===== config.mk =====
export PLATFORM = sky130hd
export DESIGN_NAME = mul_pipe_unit
export DESIGN_NICKNAME = d
export VERILOG_FILES = /design/src/rtl/mul_pipe_unit.sv
export SDC_FILE = /design/constraint.sdc
export NUM_CORES = 2
export LEC_CHECK = 0
export ABC_AREA = 1
export BUFFER_PORTS_ARGS = -buffer_cell sky130_fd_sc_hd__buf_4
export CORE_MARGIN = 3
export CORE_UTILIZATION = 40
export CTS_CLUSTER_SIZE = 28
export DETAILED_ROUTE_END_ITERATION = 10
export PLACE_DENSITY = 0.57
export SLEW_MARGIN = 0
export SYNTH_ARGS = -nofsm -noshare
export SYNTH_HDL_FRONTEND = slang
export SYNTH_SLANG_ARGS = --single-unit

===== constraint.sdc =====
create_clock -name clk -period 7.6 [get_ports clk]
set_input_delay 0.38 -clock clk [delete_from_list [all_inputs] [get_ports clk]]
set_output_delay 0.38 -clock clk [all_outputs]
set_load 0.02 [all_outputs]

===== src/rtl/mul_pipe_unit.sv =====
// rtl/mul_pipe_unit.sv - three-stage pipelined multiplier with speculative-tag squash
module mul_pipe_unit #(
  parameter int DATA_LEN    = 32,
  parameter int RRF_SEL     = 6,
  parameter int SPECTAG_LEN = 5
) (
  input  logic                   clk,
  input  logic                   reset,
  input  logic                   issue,
  input  logic [DATA_LEN-1:0]    ex_src1,
  input  logic [DATA_LEN-1:0]    ex_src2,
  input  logic                   src1_signed,
  input  logic                   src2_signed,
  input  logic                   sel_lohi,
  input  logic [RRF_SEL-1:0]     rrftag,
  input  logic                   dstval,
  input  logic [SPECTAG_LEN-1:0] spectag,
  input  logic                   specbit,
  input  logic                   prmiss,
  input  logic                   prsuccess,
  input  logic [SPECTAG_LEN-1:0] prtag,
  input  logic [SPECTAG_LEN-1:0] specfixtag,
  output logic [DATA_LEN-1:0]    exrslt,
  output logic [RRF_SEL-1:0]     exdst,
  output logic                   rslt_valid,
  output logic                   kill_spec,
  output logic [SPECTAG_LEN-1:0] out_spectag,
  output logic                   out_specbit
);

  // Stage 1: operands and control
  logic                   s1_valid, s1_dstval, s1_specbit;
  logic [RRF_SEL-1:0]     s1_rrftag;
  logic [SPECTAG_LEN-1:0] s1_spectag;
  logic [DATA_LEN-1:0]    s1_src1, s1_src2;
  logic                   s1_src1_signed, s1_src2_signed, s1_sel_lohi;

  // Stage 2: full product and control
  logic                   s2_valid, s2_dstval, s2_specbit;
  logic [RRF_SEL-1:0]     s2_rrftag;
  logic [SPECTAG_LEN-1:0] s2_spectag;
  logic [2*DATA_LEN-1:0]  s2_prod;
  logic                   s2_sel_lohi;

  // Stage 3: selected word and control
  logic                   s3_valid, s3_dstval, s3_specbit;
  logic [RRF_SEL-1:0]     s3_rrftag;
  logic [SPECTAG_LEN-1:0] s3_spectag;
  logic [DATA_LEN-1:0]    s3_rslt;

  // Valid/specbit of each entry as it lands in the next stage after branch resolution
  logic in_valid, in_specbit, n1_valid, n1_specbit, n2_valid, n2_specbit;

  // Extended operands; the signed product of the 33-bit values taken mod 2^64
  logic signed [DATA_LEN:0]     ext1, ext2;
  logic signed [2*DATA_LEN-1:0] prod;
  logic [DATA_LEN-1:0]          sel_word;

  assign ext1     = {s1_src1_signed & s1_src1[DATA_LEN-1], s1_src1};
  assign ext2     = {s1_src2_signed & s1_src2[DATA_LEN-1], s1_src2};
  assign prod     = ext1 * ext2;
  assign sel_word = s2_sel_lohi ? s2_prod[2*DATA_LEN-1:DATA_LEN] : s2_prod[DATA_LEN-1:0];

  // Squash entries whose tag hits a mispredicted branch; prmiss wipes every surviving
  // specbit and dominates prsuccess, which only clears entries matching prtag.
  always_comb begin
    in_valid   = issue;
    in_specbit = specbit;
    n1_valid   = s1_valid;
    n1_specbit = s1_specbit;
    n2_valid   = s2_valid;
    n2_specbit = s2_specbit;
    if (prmiss) begin
      in_valid   = issue    & ((spectag    & specfixtag) == '0);
      n1_valid   = s1_valid & ((s1_spectag & specfixtag) == '0);
      n2_valid   = s2_valid & ((s2_spectag & specfixtag) == '0);
      in_specbit = 1'b0;
      n1_specbit = 1'b0;
      n2_specbit = 1'b0;
    end else if (prsuccess) begin
      if (spectag    == prtag) in_specbit = 1'b0;
      if (s1_spectag == prtag) n1_specbit = 1'b0;
      if (s2_spectag == prtag) n2_specbit = 1'b0;
    end
  end

  // Pipeline advance; result word and tag load only for entries that will broadcast
  always_ff @(posedge clk or negedge reset) begin
    if (!reset) begin
      s1_valid       <= 1'b0;
      s1_dstval      <= 1'b0;
      s1_specbit     <= 1'b0;
      s1_rrftag      <= '0;
      s1_spectag     <= '0;
      s1_src1        <= '0;
      s1_src2        <= '0;
      s1_src1_signed <= 1'b0;
      s1_src2_signed <= 1'b0;
      s1_sel_lohi    <= 1'b0;
      s2_valid       <= 1'b0;
      s2_dstval      <= 1'b0;
      s2_specbit     <= 1'b0;
      s2_rrftag      <= '0;
      s2_spectag     <= '0;
      s2_prod        <= '0;
      s2_sel_lohi    <= 1'b0;
      s3_valid       <= 1'b0;
      s3_dstval      <= 1'b0;
      s3_specbit     <= 1'b0;
      s3_rrftag      <= '0;
      s3_spectag     <= '0;
      s3_rslt        <= '0;
    end else begin
      s1_valid       <= in_valid;
      s1_dstval      <= dstval;
      s1_specbit     <= in_specbit;
      s1_rrftag      <= rrftag;
      s1_spectag     <= spectag;
      s1_src1        <= ex_src1;
      s1_src2        <= ex_src2;
      s1_src1_signed <= src1_signed;
      s1_src2_signed <= src2_signed;
      s1_sel_lohi    <= sel_lohi;
      s2_valid       <= n1_valid;
      s2_dstval      <= s1_dstval;
      s2_specbit     <= n1_specbit;
      s2_rrftag      <= s1_rrftag;
      s2_spectag     <= s1_spectag;
      s2_prod        <= prod;
      s2_sel_lohi    <= s1_sel_lohi;
      s3_valid       <= n2_valid;
      s3_dstval      <= s2_dstval;
      s3_specbit     <= n2_specbit;
      s3_spectag     <= s2_spectag;
      if (n2_valid && s2_dstval) begin
        s3_rslt   <= sel_word;
        s3_rrftag <= s2_rrftag;
      end
    end
  end

  assign exrslt      = s3_rslt;
  assign exdst       = s3_rrftag;
  assign rslt_valid  = s3_valid & s3_dstval;
  assign kill_spec   = prmiss & s3_valid & ((s3_spectag & specfixtag) != '0);
  assign out_spectag = s3_spectag;
  assign out_specbit = s3_specbit;

endmodule

======== After elaboration in Yosys (flattened, before gate mapping) ========
Cells that the tools add are included.
word-level totals
  flip-flop bits (word level) ............. 206
  bits of input ports ..................... 95
  output and inout bits ................... 46
  logic and storage cells ................. 57
operators by class
  multiply operators ...................... 1
  equality and inequality tests ........... 3
  multiplexer cells ....................... 13
  bitwise logic cells ..................... 12
  reductions and logical operators ........ 5
operators by type and width
  operator                                        number
  33-bit by 33-bit multiplier with 64-bit output  1
  32-bit two-way mux                              1
  5-bit bitwise AND                               4
  5-bit == test                                   3
  5-bit logical NOT                               3
  1-bit two-way mux                               12
  1-bit bitwise AND                               8
  5-bit nonzero test                              1
  1-bit logical AND                               1

======== Depth between registers and ports, before layout ========
  depth in word-level cells ............... 5
  mapped depth ............................ 35
  gate-level depth less buffers ........... 33

======== Worst setup path before layout ========
OpenSTA, ideal clock, no wires.
  kind .................................... flip-flop to flip-flop
  start ................................... register s1_src1[31]
  end ..................................... register s2_prod[59]
  setup time .............................. 117 ps
  data arrival time ....................... 7364 ps
  data required time ...................... 7483 ps
  setup slack ............................. 119 ps
  cell stages (with the launch flop) ...... 29
  buffers on the path ..................... 2
  clock period less this slack ............ 7481 ps
  cell sequence ........................... dfrtp_1 > buf_2 > nand2_1 > inv_1 > clkbuf_1 > nand2_1 > inv_1 > fa_1 > fa_1 > fa_1 > inv_1 > fa_1 > inv_1 > fa_1 > fa_1 > inv_1 > fa_1 > fa_1 > inv_1 > ha_1 > nand2_1 > nor2_1 > inv_1 > nor2_2 > inv_1 > nor4_2 > o21ai_1 > nand4_1 > nand2_1
between the ends
  longest elaborated chain between the ends .. 2
RTL lines
  element                                             line  text
  start, declared                                     35    logic [DATA_LEN-1:0] s1_src1, s1_src2;
  start signal, assigned                              119   s1_src1 <= ex_src1;
  1-bit bitwise AND                                   59    assign ext1 = {s1_src1_signed & s1_src1[DATA_LEN-1], s1_src1};
  33-bit by 33-bit multiplier with 64-bit output (*)  61    assign prod = ext1 * ext2;
  named net prod[59]                                  56    logic signed [2*DATA_LEN-1:0] prod;
  end signal, assigned                                129   s2_prod <= prod;
  end, declared                                       42    logic [2*DATA_LEN-1:0] s2_prod;
Mark *: on every way through the listed nets, which the timed path passes. The rest lies on a longest branch.
A chain may end at the register's enable or synchronous reset.

======== Final worst setup path ========
  start ................................... register s1_src2[12]
  end ..................................... register s2_prod[39]
between the ends
  longest elaborated chain between the ends .. 1
RTL lines
  element                                         line  text
  start, declared                                 35
  start signal, assigned                          120   s1_src2 <= ex_src2;
  33-bit by 33-bit multiplier with 64-bit output  61
  named net prod[39]                              56
The timed path passes the listed nets, and every way through them passes these cells.

==> results list <==
* RSZ-0062 raised after global routing: true
* Post-Synthesis Cells: 5479
- 0 antenna diodes ended up in the layout.
- Total setup violations reported at the end of the flow: 0
- HPWL Detailed: 114900 microns
- After routing, the total negative slack on setup checks comes to 0 ns.
- After clock tree synthesis, the clock-pin slew on the worst setup and hold paths is 0.06 ns.
- Initial drt markers: 2108
* Overall via count from detail_route: 34880
- Required @ worst endpoint: 8.15 ns
* Effective utilization at floorplan: 40.41%
- In the final routed layout, each cell accounts on average for 18.57 microns.
- Startpoint types: register
- Clock tree from TritonCTS: yes
* Crit path buf inv count: 13
- For this run, the slowest stage of the critical path takes 0.59 ns.
- CTS built an H-tree with a depth of 1.
* I/O pin total: 141
- Routability-driven placement finished with a final weighted congestion of 0.9410.
* Primary flip-flop cell chosen by synthesis mapping: dfrtp_1
* EDFF count, synth: 0
- Final Instance Count excl. Fillers: 7278
* Chip height: 346.3 microns
- Run status: completed
* Detailed-routing iteration count for the pre-antenna-repair pass: 5
* Mux share of post-synthesis cell area: 0.7778%
- Slew at the pin closest to its max-slew limit: 1.057 ns
- Cells with a size suffix above 1 make up 10.53% of the layout.
- Pin count of the biggest net entering global routing: 132
- Synthesis instantiated 44 different standard cells from the library.
- Path type of the worst min-delay path: in2reg
- Data arrival time at the worst-slack endpoint: 7.86 ns
- The worst path needs 7.317 ns of the cycle, external delays included.
* Fraction of the yosys area taken by sequential cells: 11.13%
- Of the total synthesized cell area, the portion taken by XOR and XNOR cells is 0.9263%.
- Worst slack, placed: -0.1639 ns
- After Yosys synthesis, full adders, half adders and majority gates account for 54.34% of the synthesized area.
- Clock tree root driver cell: clkbuf_16
- Area fraction in and, or, nand and nor cells after synthesis: 15.33%
- By area, the combinational part of the netlist is dominated by adder cells.
* WS Path Type: reg2reg
* Max Fclk: 0.1367 GHz
- On the final layout, the worst clock skew is 0.02971 ns.
- Number of nets in the synthesized netlist: 6911
* Total overflow reported by the global router: 0
- For the worst flop-to-flop path, the logic depth is 30.
- TritonCTS buffer count: 29
- Number of rows created at floorplan: 124
- Port-buffer cells: 140
- In this run, synthesis produced a sequential element count of 206.
* Number of maximum-capacitance violations: 0
- Number of antenna violations at the first check in global routing: 4
- After layout, the worst path uses 96.28% of the clock period.
* Biggest fanout along the worst timing path: 10
* Warnings from Yosys: 0
- Share of flip-flops with an asynchronous set or reset: 100.0%
- After floorplanning, the core was sized to cover 114700 sq um.
- Stages on the worst setup path: 30
- Worst Hold Depth: 4
- Number of design rule violations left after detail routing: 0
- The detail route stage leaves a number of antenna-violating nets equal to 0.
* Max-slew violation count: 0
- Clock sink total: 206
* Placed instance count: 7139
* All-layer global routing usage: 23.49%
* Final hold violations: 0
* Via count of the first global-routing pass: 38470
* Layout overhead on the synthesized area: 14.29%
* Syn_area_per_cell: 8.456 sq um
- Number of vias per cell: 4.793
- Relative slew margins: 29.33%
- The synthesized netlist devotes 2.169% of its cell area to compound gates.
- Counting along the longest clock path gives a buffer depth of 3.
- Post-detailed-routing wire length: 135200 microns
- Global-route wire length before repair: 219300 microns
* Width of the die: 346.3 microns
- Slowest stage cell on the critical path: dfrtp_4
- Broken down by cell family, the worst path's largest delay share belongs to adder cells.
- Die footprint: 119900 sq um
- Summing every instance area after synthesis gives 46330 sq um.
- The worst setup path is captured at a register.
* Worst setup slack after layout: 0.2827 ns
* Clk_lat worst skew: 0.63 ns
* Final net count: 7176
==> metal layers <==
layer / share of wire [%] / GRT usage (%) / up-vias
li1: - / - / 15770
met1: 43 / 31.99 / 17890
met2: 48 / 40.35 / 1033
met3: 5.9 / 2.491 / 190
met4: 2.7 / 5.762 / 0
met5: 0 / 0 / -
==> kinds of logic after synthesis <==
logic type | after synthesis
buf+inv | 1881
mux | 32
flops | 206
simple gates | 1801
compound gates | 173
fa+ha+maj | 1337
xor+xnor | 49
==> placed cells by master, fill, tap and decap left out, drive strengths merged, types with 8 or more instances in the layout <==
cell	Yosys	final
a21oi	81	81
fa	1125	1125
buf	12	424
clkbuf	261	34
mux2	32	32
nand3	90	90
xnor2	9	9
dlygate4sd3	0	83
nand2	1494	1494
ha	212	212
xor2	40	40
dfrtp	206	206
a221oi	8	8
o21ai	51	51
nor3	11	11
inv	1608	1611
nor2	176	176
nand4	18	18
o21bai	12	12
==> flip-flops by register name (all words and copies together), names as in the netlist, 5 cells and up <==
register	count
s1_src1	32
out_spectag	5
exdst	6
s2_rrftag	6
s1_spectag	5
s1_src2	32
s2_prod	64
s1_rrftag	6
s2_spectag	5
exrslt	32
==> cell type report <==
cell class              instances  area (sq um)
clock buffers                  34         784.5
clock inverters                19         241.5
fillers                     11280         61700
inverters                    1608          6040
multi-input cells            3392         34200
flip-flops and latches        206          5175
well taps                    1512          1892
repair buffers                507          4621
==> worst paths after layout <==
check                                            start                       end  slack (ns)
worst max-delay path             s1_src2[12]$_DFF_PN0_     s2_prod[39]$_DFF_PN0_        0.28
worst min-delay path                     specfixtag[1]        s1_valid$_DFF_PN0_        0.13
worst max register to register   s1_src2[12]$_DFF_PN0_     s2_prod[39]$_DFF_PN0_        0.28
worst min register to register  s1_rrftag[2]$_DFF_PN0_    s2_rrftag[2]$_DFF_PN0_        0.33
max in group asynchronous                        reset  s1_src2_signed$_DFF_PN0_        5.95
min in group asynchronous                        reset      s1_src1[2]$_DFF_PN0_        0.35
==> tightest hold or removal path, delay by kind of cell <==
kind,cells,cell delay (ns)
buffers and inverters,1,0.11
AO/OA/AOI/OAI,3,0.23
==> stage by stage <==
stage | utilization (%) | cell area, sq um | hold WS, ns
2_1_floorplan | - | 46330 | 0.08441
3_3_place_gp | 44.40 | 50910 | 0.3322
3_5_place_dp | 44.40 | 50910 | 0.3347
4_1_cts | 46.04 | 52790 | 0.08141
5_1_grt | 46.18 | 52950 | 0.1362
6_report | 46.18 | 52950 | 0.1315
==> repair_timing <==
item | 4_1_cts | 5_1_grt
setup endpoints to repair | 2 | 28
hold buffers | 83 | 0
endpoints found under the hold margin | 158 | 0
pin swaps | 0 | 9
gates resized for setup | 2 | 57
setup buffers | 2 | 1
==> cells in the mapped netlist (9+ instances only) <==
master / number / area share [%]
inv_1: 1604 / 13
nand2_1: 1482 / 12
fa_1: 1125 / 49
clkbuf_1: 261 / 2.1
ha_1: 212 / 5.7
dfrtp_1: 206 / 11
nor2_1: 165 / 1.3
nand3_1: 82 / 0.89
a21oi_1: 77 / 0.83
o21ai_0: 41 / 0.44
xor2_1: 40 / 0.76
mux2_2: 32 / 0.78
nand4_1: 18 / 0.24
nand2_2: 12 / 0.16
o21bai_1: 12 / 0.19
nor3_1: 10 / 0.11
o21ai_1: 10 / 0.11
xnor2_1: 9 / 0.17
Power is not shown: default switching activity piles up to over one toggle a cycle in this logic, so the estimate is an artifact.
